$ cat src/rtl/msx_tape_pkg.sv
// Shared types and helpers for the MSX cassette FSK encoder.
package msx_tape_pkg;

  typedef enum logic [2:0] {IDLE, HDR, START, DATA, STOP} tape_state_t;

  localparam int START_BITS = 1;
  localparam int DATA_BITS  = 8;
  localparam int STOP_BITS  = 2;

  // Clocks per quarter-bit; every bit is built from four equal quarters.
  function automatic int qtr_clocks(input int clk_hz, input int baud);
    return clk_hz / (4 * baud);
  endfunction

endpackage

$ cat src/rtl/msx_tape_bitgen.sv
// Quarter-bit timing and FSK level generation for one tape bit (owns qcnt and phase).
// The level is registered from the next-cycle state so it has no combinational path from inputs.
module msx_tape_bitgen #(
  parameter int QTR = 10
) (
  input  logic clk_sys,
  input  logic reset,
  input  logic i_run,
  input  logic i_go,
  input  logic i_bit,
  input  logic i_freeze,
  output logic o_level,
  output logic o_last_clk,
  output logic o_bit_end
);

  localparam int QW = (QTR > 1) ? $clog2(QTR) : 1;

  logic [QW-1:0] r_qcnt;
  logic [QW-1:0] w_qcnt_nxt;
  logic [1:0]    r_phase;
  logic [1:0]    w_phase_nxt;
  logic          r_level;
  logic          w_level_nxt;
  logic          w_qtr_last;

  assign w_qtr_last = (r_qcnt == QW'(QTR - 1));
  assign o_last_clk = w_qtr_last && (r_phase == 2'd3);
  assign o_bit_end  = o_last_clk && i_run && !i_freeze;
  assign o_level    = r_level;

  // Counters sit at zero when idle or frozen, so a paused bit restarts cleanly.
  always_comb begin
    w_qcnt_nxt  = '0;
    w_phase_nxt = '0;
    if (i_run && !i_freeze) begin
      if (w_qtr_last) begin
        w_phase_nxt = r_phase + 2'd1;
      end else begin
        w_qcnt_nxt  = r_qcnt + QW'(1);
        w_phase_nxt = r_phase;
      end
    end
  end

  // A 1-bit is high in quarters 0 and 2, a 0-bit in quarters 0 and 1.
  always_comb begin
    w_level_nxt = 1'b0;
    if (i_go && !i_freeze) begin
      w_level_nxt = i_bit ? ~w_phase_nxt[0] : ~w_phase_nxt[1];
    end
  end

  always_ff @(posedge clk_sys) begin
    if (reset) begin
      r_qcnt  <= '0;
      r_phase <= '0;
      r_level <= 1'b0;
    end else begin
      r_qcnt  <= w_qcnt_nxt;
      r_phase <= w_phase_nxt;
      r_level <= w_level_nxt;
    end
  end

endmodule

$ cat src/rtl/msx_tape_encoder.sv
// MSX 1200-baud cassette FSK encoder: header tone, 1+8+2 byte framing, valid/ready byte intake.
// Optional MSX_TAPE_ENC_MOTOR_EN adds a motor input that pauses the stream while low.
module msx_tape_encoder
  import msx_tape_pkg::*;
#(
  parameter int CLK_HZ         = 21477270,
  parameter int BAUD           = 1200,
  parameter int LONG_HDR_BITS  = 8000,
  parameter int SHORT_HDR_BITS = 2000
) (
  input  logic       clk_sys,
  input  logic       reset,
`ifdef MSX_TAPE_ENC_MOTOR_EN
  input  logic       motor,
`endif
  input  logic [7:0] s_data,
  input  logic       s_valid,
  output logic       s_ready,
  input  logic       hdr_start,
  input  logic       hdr_long,
  output logic       busy,
  output logic       byte_done,
  output logic       tape_out
);

  localparam int QTR = qtr_clocks(CLK_HZ, BAUD);
  localparam int HW  = (LONG_HDR_BITS > 1) ? $clog2(LONG_HDR_BITS) : 1;
  localparam int BW  = $clog2(DATA_BITS);

  if (QTR < 1 || SHORT_HDR_BITS < 1 || SHORT_HDR_BITS > LONG_HDR_BITS) begin : g_bad_cfg
    $error("msx_tape_encoder: QTR must be >= 1 and 1 <= SHORT_HDR_BITS <= LONG_HDR_BITS");
  end

  tape_state_t   r_state;
  tape_state_t   w_state_nxt;
  logic [7:0]    r_shift;
  logic [7:0]    w_shift_nxt;
  logic [BW-1:0] r_bitcnt;
  logic [BW-1:0] w_bitcnt_nxt;
  logic [HW-1:0] r_hdrcnt;
  logic [HW-1:0] w_hdrcnt_nxt;
  logic          r_byte_done;
  logic          w_done_nxt;
  logic          w_ready;
  logic          w_bit_nxt;
  logic          w_run;
  logic          w_go;
  logic          w_freeze;
  logic          w_level;
  logic          w_last_clk;
  logic          w_bit_end;

`ifdef MSX_TAPE_ENC_MOTOR_EN
  assign w_freeze = ~motor;
`else
  assign w_freeze = 1'b0;
`endif

  assign w_run     = (r_state != IDLE);
  assign w_go      = (w_state_nxt != IDLE);
  assign s_ready   = w_ready;
  assign busy      = w_run;
  assign byte_done = r_byte_done;
  assign tape_out  = w_level;

  always_comb begin
    w_state_nxt  = r_state;
    w_shift_nxt  = r_shift;
    w_bitcnt_nxt = r_bitcnt;
    w_hdrcnt_nxt = r_hdrcnt;
    w_ready      = 1'b0;
    w_done_nxt   = 1'b0;
    if (!w_freeze) begin
      case (r_state)
        IDLE: begin
          w_bitcnt_nxt = '0;
          if (hdr_start) begin
            // Header counter holds bits remaining after the current one.
            w_hdrcnt_nxt = hdr_long ? HW'(LONG_HDR_BITS - 1) : HW'(SHORT_HDR_BITS - 1);
            w_state_nxt  = HDR;
          end else begin
            w_ready = 1'b1;
            if (s_valid) begin
              w_shift_nxt = s_data;
              w_state_nxt = START;
            end
          end
        end
        HDR: begin
          if (w_bit_end) begin
            if (r_hdrcnt == '0) w_state_nxt = IDLE;
            else                w_hdrcnt_nxt = r_hdrcnt - HW'(1);
          end
        end
        START: begin
          if (w_bit_end) begin
            if (r_bitcnt == BW'(START_BITS - 1)) begin
              w_bitcnt_nxt = '0;
              w_state_nxt  = DATA;
            end else begin
              w_bitcnt_nxt = r_bitcnt + BW'(1);
            end
          end
        end
        DATA: begin
          if (w_bit_end) begin
            w_shift_nxt = {1'b0, r_shift[7:1]};
            if (r_bitcnt == BW'(DATA_BITS - 1)) begin
              w_bitcnt_nxt = '0;
              w_state_nxt  = STOP;
            end else begin
              w_bitcnt_nxt = r_bitcnt + BW'(1);
            end
          end
        end
        STOP: begin
          // Taking the next byte on the final clock keeps a stream gapless.
          if (r_bitcnt == BW'(STOP_BITS - 1) && w_last_clk) w_ready = 1'b1;
          if (w_bit_end) begin
            if (r_bitcnt == BW'(STOP_BITS - 1)) begin
              w_done_nxt   = 1'b1;
              w_bitcnt_nxt = '0;
              if (s_valid) begin
                w_shift_nxt = s_data;
                w_state_nxt = START;
              end else begin
                w_state_nxt = IDLE;
              end
            end else begin
              w_bitcnt_nxt = r_bitcnt + BW'(1);
            end
          end
        end
        default: w_state_nxt = IDLE;
      endcase
    end
  end

  always_comb begin
    case (w_state_nxt)
      HDR:     w_bit_nxt = 1'b1;
      START:   w_bit_nxt = 1'b0;
      DATA:    w_bit_nxt = w_shift_nxt[0];
      STOP:    w_bit_nxt = 1'b1;
      default: w_bit_nxt = 1'b0;
    endcase
  end

  always_ff @(posedge clk_sys) begin
    if (reset) begin
      r_state     <= IDLE;
      r_shift     <= '0;
      r_bitcnt    <= '0;
      r_hdrcnt    <= '0;
      r_byte_done <= 1'b0;
    end else begin
      r_state     <= w_state_nxt;
      r_shift     <= w_shift_nxt;
      r_bitcnt    <= w_bitcnt_nxt;
      r_hdrcnt    <= w_hdrcnt_nxt;
      r_byte_done <= w_done_nxt;
    end
  end

  msx_tape_bitgen #(
    .QTR(QTR)
  ) u_bitgen (
    .clk_sys    (clk_sys),
    .reset      (reset),
    .i_run      (w_run),
    .i_go       (w_go),
    .i_bit      (w_bit_nxt),
    .i_freeze   (w_freeze),
    .o_level    (w_level),
    .o_last_clk (w_last_clk),
    .o_bit_end  (w_bit_end)
  );

endmodule

$ cat config.mk
export PLATFORM = sky130hd
export DESIGN_NAME = msx_tape_encoder
export DESIGN_NICKNAME = d
export VERILOG_FILES = /design/src/rtl/msx_tape_pkg.sv /design/src/rtl/msx_tape_bitgen.sv /design/src/rtl/msx_tape_encoder.sv
export SDC_FILE = /design/constraint.sdc
export NUM_CORES = 1
export LEC_CHECK = 0
export BUFFER_PORTS_ARGS = -buffer_cell sky130_fd_sc_hd__buf_2
export CORE_MARGIN = 5
export CORE_UTILIZATION = 54
export DETAILED_ROUTE_END_ITERATION = 6
export GPL_TIMING_DRIVEN = 0
export PLACE_DENSITY_LB_ADDON = 0.08
export RECOVER_POWER = 50
export SLEW_MARGIN = 20
export SYNTH_ARGS = -nofsm -noshare
export SYNTH_HDL_FRONTEND = slang
export SYNTH_SLANG_ARGS = --single-unit
$ cat constraint.sdc
create_clock -name clk_sys -period 2.05 [get_ports clk_sys]
set_clock_uncertainty 0.15 [all_clocks]
set_input_delay 0.205 -clock clk_sys [delete_from_list [all_inputs] [get_ports clk_sys]]
set_output_delay 0.205 -clock clk_sys [all_outputs]
set_load 0.01 [all_outputs]
==> flow_summary.rst <==
.. list-table::
   :header-rows: 1

   * - Metric
     - Value
   * - Status
     - complete, but fails checks
   * - Violations in the final reports
     - negative setup slack
   * - Mapped Cells
     - 282
   * - CTS max path bufs
     - 2
   * - Post-layout instance count excluding filler cells
     - roughly 390
   * - Routed via count
     - roughly 2200
   * - Wire length of the first global-routing pass
     - 9530 um
   * - Post-place instance area
     - between 0.002 and 0.003 mm2
   * - Top_reg_cell synth
     - sky130_fd_sc_hd__dfxtp_1
   * - Tcrit/Tclk final
     - 108%
   * - Max Fanout on Critical Path
     - 6
   * - Number of hold violations in the final report
     - 0
   * - Share of synthesized area occupied by flip-flops and latches
     - 36.3%
   * - Startpoint class of the critical path
     - flop
   * - Total overflow reported by the global router
     - 0
   * - Weighted congestion reported at the end of routability-driven placement
     - 0.835
   * - Initial cell density of the core
     - 55.8%
   * - Slew at the pin closest to its max-slew limit
     - 0.792 ns
   * - PnR Total Power
     - 2090 uW
   * - Critical path's largest stage delay
     - 0.56 ns
   * - DP HPWL
     - 3550 um
   * - Leakage power figure
     - roughly 0.0012 uW
   * - Achievable frequency
     - 0.452 GHz
   * - Pin count of the biggest net entering global routing
     - 13
   * - Syn-to-layout area delta
     - 27.5%
   * - Clock buffers created by TritonCTS
     - 5
   * - Post-Route Setup TNS
     - -1.69 ns
   * - # setup viols final
     - 14
   * - Unrepaired setup endpoints after global routing
     - true
   * - Cell Chain, Critical Path
     - or4_4, nor4_4, o31a_1, buf_6, buf_6, a21oi_2, a21oi_1, nor2_1
   * - # Max-Cap Violations
     - 0
   * - Register bit total from synthesis
     - 44
   * - Most common cell after layout, fill and taps aside
     - sky130_fd_sc_hd__dfxtp_1
   * - CTS Root Cell
     - sky130_fd_sc_hd__clkbuf_8
   * - Number of enable flip-flop cells after synthesis
     - 0
   * - Library cells used by synthesis
     - 57
   * - PwrDens
     - 676 mW/mm2
   * - Latest clock arrival within the worst-skew pair
     - 0.30 ns
   * - PortBufs
     - 16
   * - Post-placement cell count
     - 350
   * - Overall die height
     - roughly 77 um
   * - Count of H-tree levels built during CTS
     - 2
   * - Placement row count
     - 24
   * - GRT Overall Usage
     - about a fifth
   * - Initial antenna violation count
     - 0
   * - Top Ports
     - 17
   * - Clock-pin slew of the registers on the worst-case setup and hold paths
     - 0.09 ns
   * - Total iterations of the first detailed-routing run
     - 4
   * - DRC marker count from the first detailed-route iteration
     - 171
   * - TritonCTS sink count
     - 44
   * - Yosys warning total
     - 0
   * - Leading cell types in the layout, fill and taps excluded
     - sky130_fd_sc_hd__dfxtp_1, sky130_fd_sc_hd__nor2_1, sky130_fd_sc_hd__nand2_1
   * - Die X
     - slightly below 80 um
   * - Final critical path time including I/O delays and setup
     - 2.21 ns
   * - Detailed-route wire length per cell
     - 15.1 um
   * - Antenna cell count
     - 0
   * - Post-synthesis net count
     - 303
   * - Count of nets left with antenna violations after detail routing
     - 0
   * - Classification of the worst-slack hold path
     - in -> reg
   * - Remaining DRCs
     - 0
   * - Via density
     - 5.73
   * - Vias in the first global route
     - 2043
   * - Fraction of synthesis flops using an asynchronous set or reset pin
     - 0%
   * - Element type at the critical path end
     - flop
   * - Full die area
     - 0.00594 mm2
   * - Final routed wirelength across all metal layers
     - just under 6000 um
   * - Worst VDD drop
     - 375 uV
   * - Worst Slack Setup Final
     - -0.160 ns
   * - Reg2Reg Setup Slack
     - -0.16 ns
   * - Data required time of the critical path
     - 2.07 ns
   * - Core area
     - 0.00435 mm2
   * - Data arrival time of the critical path
     - ~2.2 ns
   * - Pins Over Slew Limit
     - 0
   * - Max-Slew Margin vs Limit
     - 47.1%
   * - Clock tree from TritonCTS
     - yes
   * - Utilization after layout
     - 71.1%
   * - Cell area after synthesis
     - 0.00243 mm2
   * - Most frequent CP cell
     - sky130_fd_sc_hd__buf_6
   * - Syn avg cell area
     - 8.62 um2
   * - Net count reported at finish
     - 354
   * - Fraction of layout instances using a drive strength above 1
     - 35.0%
   * - Area of all placed cells without fillers
     - 0.00310 mm2
   * - Type of the worst setup path
     - reg -> reg
   * - Slowest CP cell
     - sky130_fd_sc_hd__or4_4
## where the power goes
part	internal, uW	total, uW	switching, uW
Clock	275	573	297
Sequential	906	956	50.2
Combinational	268	564	296
Total	1450	2090	644
## synthesized netlist by cell type (2+ instances only)
cell / number / share of area [%]
sky130_fd_sc_hd__dfxtp_1: 44 / 36
sky130_fd_sc_hd__nor2_1: 34 / 5.3
sky130_fd_sc_hd__nand2_1: 30 / 4.6
sky130_fd_sc_hd__a21oi_1: 26 / 5.4
sky130_fd_sc_hd__nand3_1: 15 / 3.1
sky130_fd_sc_hd__o21ai_0: 12 / 2.5
sky130_fd_sc_hd__xor2_1: 10 / 3.6
sky130_fd_sc_hd__inv_1: 9 / 1.4
sky130_fd_sc_hd__ha_1: 8 / 4.1
sky130_fd_sc_hd__xnor2_1: 7 / 2.5
sky130_fd_sc_hd__a22oi_1: 6 / 1.9
sky130_fd_sc_hd__nor3_1: 6 / 1.2
sky130_fd_sc_hd__clkbuf_1: 5 / 0.77
sky130_fd_sc_hd__mux2_2: 5 / 2.3
sky130_fd_sc_hd__a31oi_1: 4 / 1.0
sky130_fd_sc_hd__buf_2: 4 / 0.82
sky130_fd_sc_hd__nor4_4: 4 / 3.5
sky130_fd_sc_hd__and3_1: 3 / 0.77
sky130_fd_sc_hd__nor2b_1: 3 / 0.77
sky130_fd_sc_hd__or2_2: 3 / 0.77
sky130_fd_sc_hd__and4_1: 2 / 0.72
sky130_fd_sc_hd__buf_6: 2 / 0.93
sky130_fd_sc_hd__mux2i_1: 2 / 0.82
sky130_fd_sc_hd__o211ai_1: 2 / 0.62
sky130_fd_sc_hd__o31a_1: 2 / 0.72
sky130_fd_sc_hd__o31ai_1: 2 / 0.62
sky130_fd_sc_hd__or3_1: 2 / 0.51
## sequential cells by signal (all words and copies together), names as in the netlist
signal,cells
u_bitgen.r_phase,2
u_bitgen.r_qcnt,13
byte_done,1
r_bitcnt,3
u_bitgen.o_level,1
r_state,3
r_hdrcnt,13
r_shift,8
## stage by stage
step | worst slack, ns | hold WS (ns)
after floorplan | -0.0230 | 0.127
after global placement | -0.313 | 0.286
after detailed placement | -0.309 | 0.288
after CTS | -0.202 | 0.0419
after global routing | -0.258 | 0.0499
final | -0.160 | 0.0479
## cells by family after synthesis
family	after synthesis	synth area share [%]
flops	44	36.3
fa+ha+maj	8	4.12
buf+inv	21	4.22
mux	7	3.14
xor+xnor	17	6.13
compound gates	66	17.2
simple gates	119	28.9
## layout make-up
type                    count  area (um2)
inverters                   9        36.3
fillers                   356        1260
repair buffers             45         327
flip-flops and latches     44         905
well taps                  52        65.1
plain buffers              11        73.8
clock buffers               8        90.1
multi-input cells         217        1600
## critical path: cells and delay by family, from the launching register on
family                 cells  cell delay [ns]
and+or+nand+nor            3             0.98
DFF                        1             0.37
AOI/OAI and AO/OA          3             0.33
buffers and inverters      2             0.27
## metal layers
layer | GRT usage (%) | vias to the layer above | share of wire [%]
met4 | 6.87 | 0 | 1.6
met2 | 31.8 | 55 | 49
met3 | 4.10 | 9 | 4.3
met5 | 0 | - | 0
met1 | 25.6 | 1040 | 45
li1 | - | 1109 | -
## worst paths after layout
path                                               start                        to  cells after the start
worst min-delay path                           s_data[7]   r_shift[7]$_SDFFE_PP0P_                      3
worst max-delay path            r_hdrcnt[9]$_SDFFE_PP0P_  r_hdrcnt[5]$_SDFFE_PP0P_                      8
worst min register to register  r_hdrcnt[7]$_SDFFE_PP0P_  r_hdrcnt[7]$_SDFFE_PP0P_                      2
worst max register to register  r_hdrcnt[9]$_SDFFE_PP0P_  r_hdrcnt[5]$_SDFFE_PP0P_                      8
## timing repair
action | in CTS | in global routing
resized for setup | 40 | 20
pin swaps | 21 | 10
cloned | 1 | 0
endpoints found under the setup margin | 24 | 34
hold buffers | 1 | 0
setup buffers | 14 | 13
hold endpoints to repair | 1 | 0
Power figures use the tool's default switching activity.
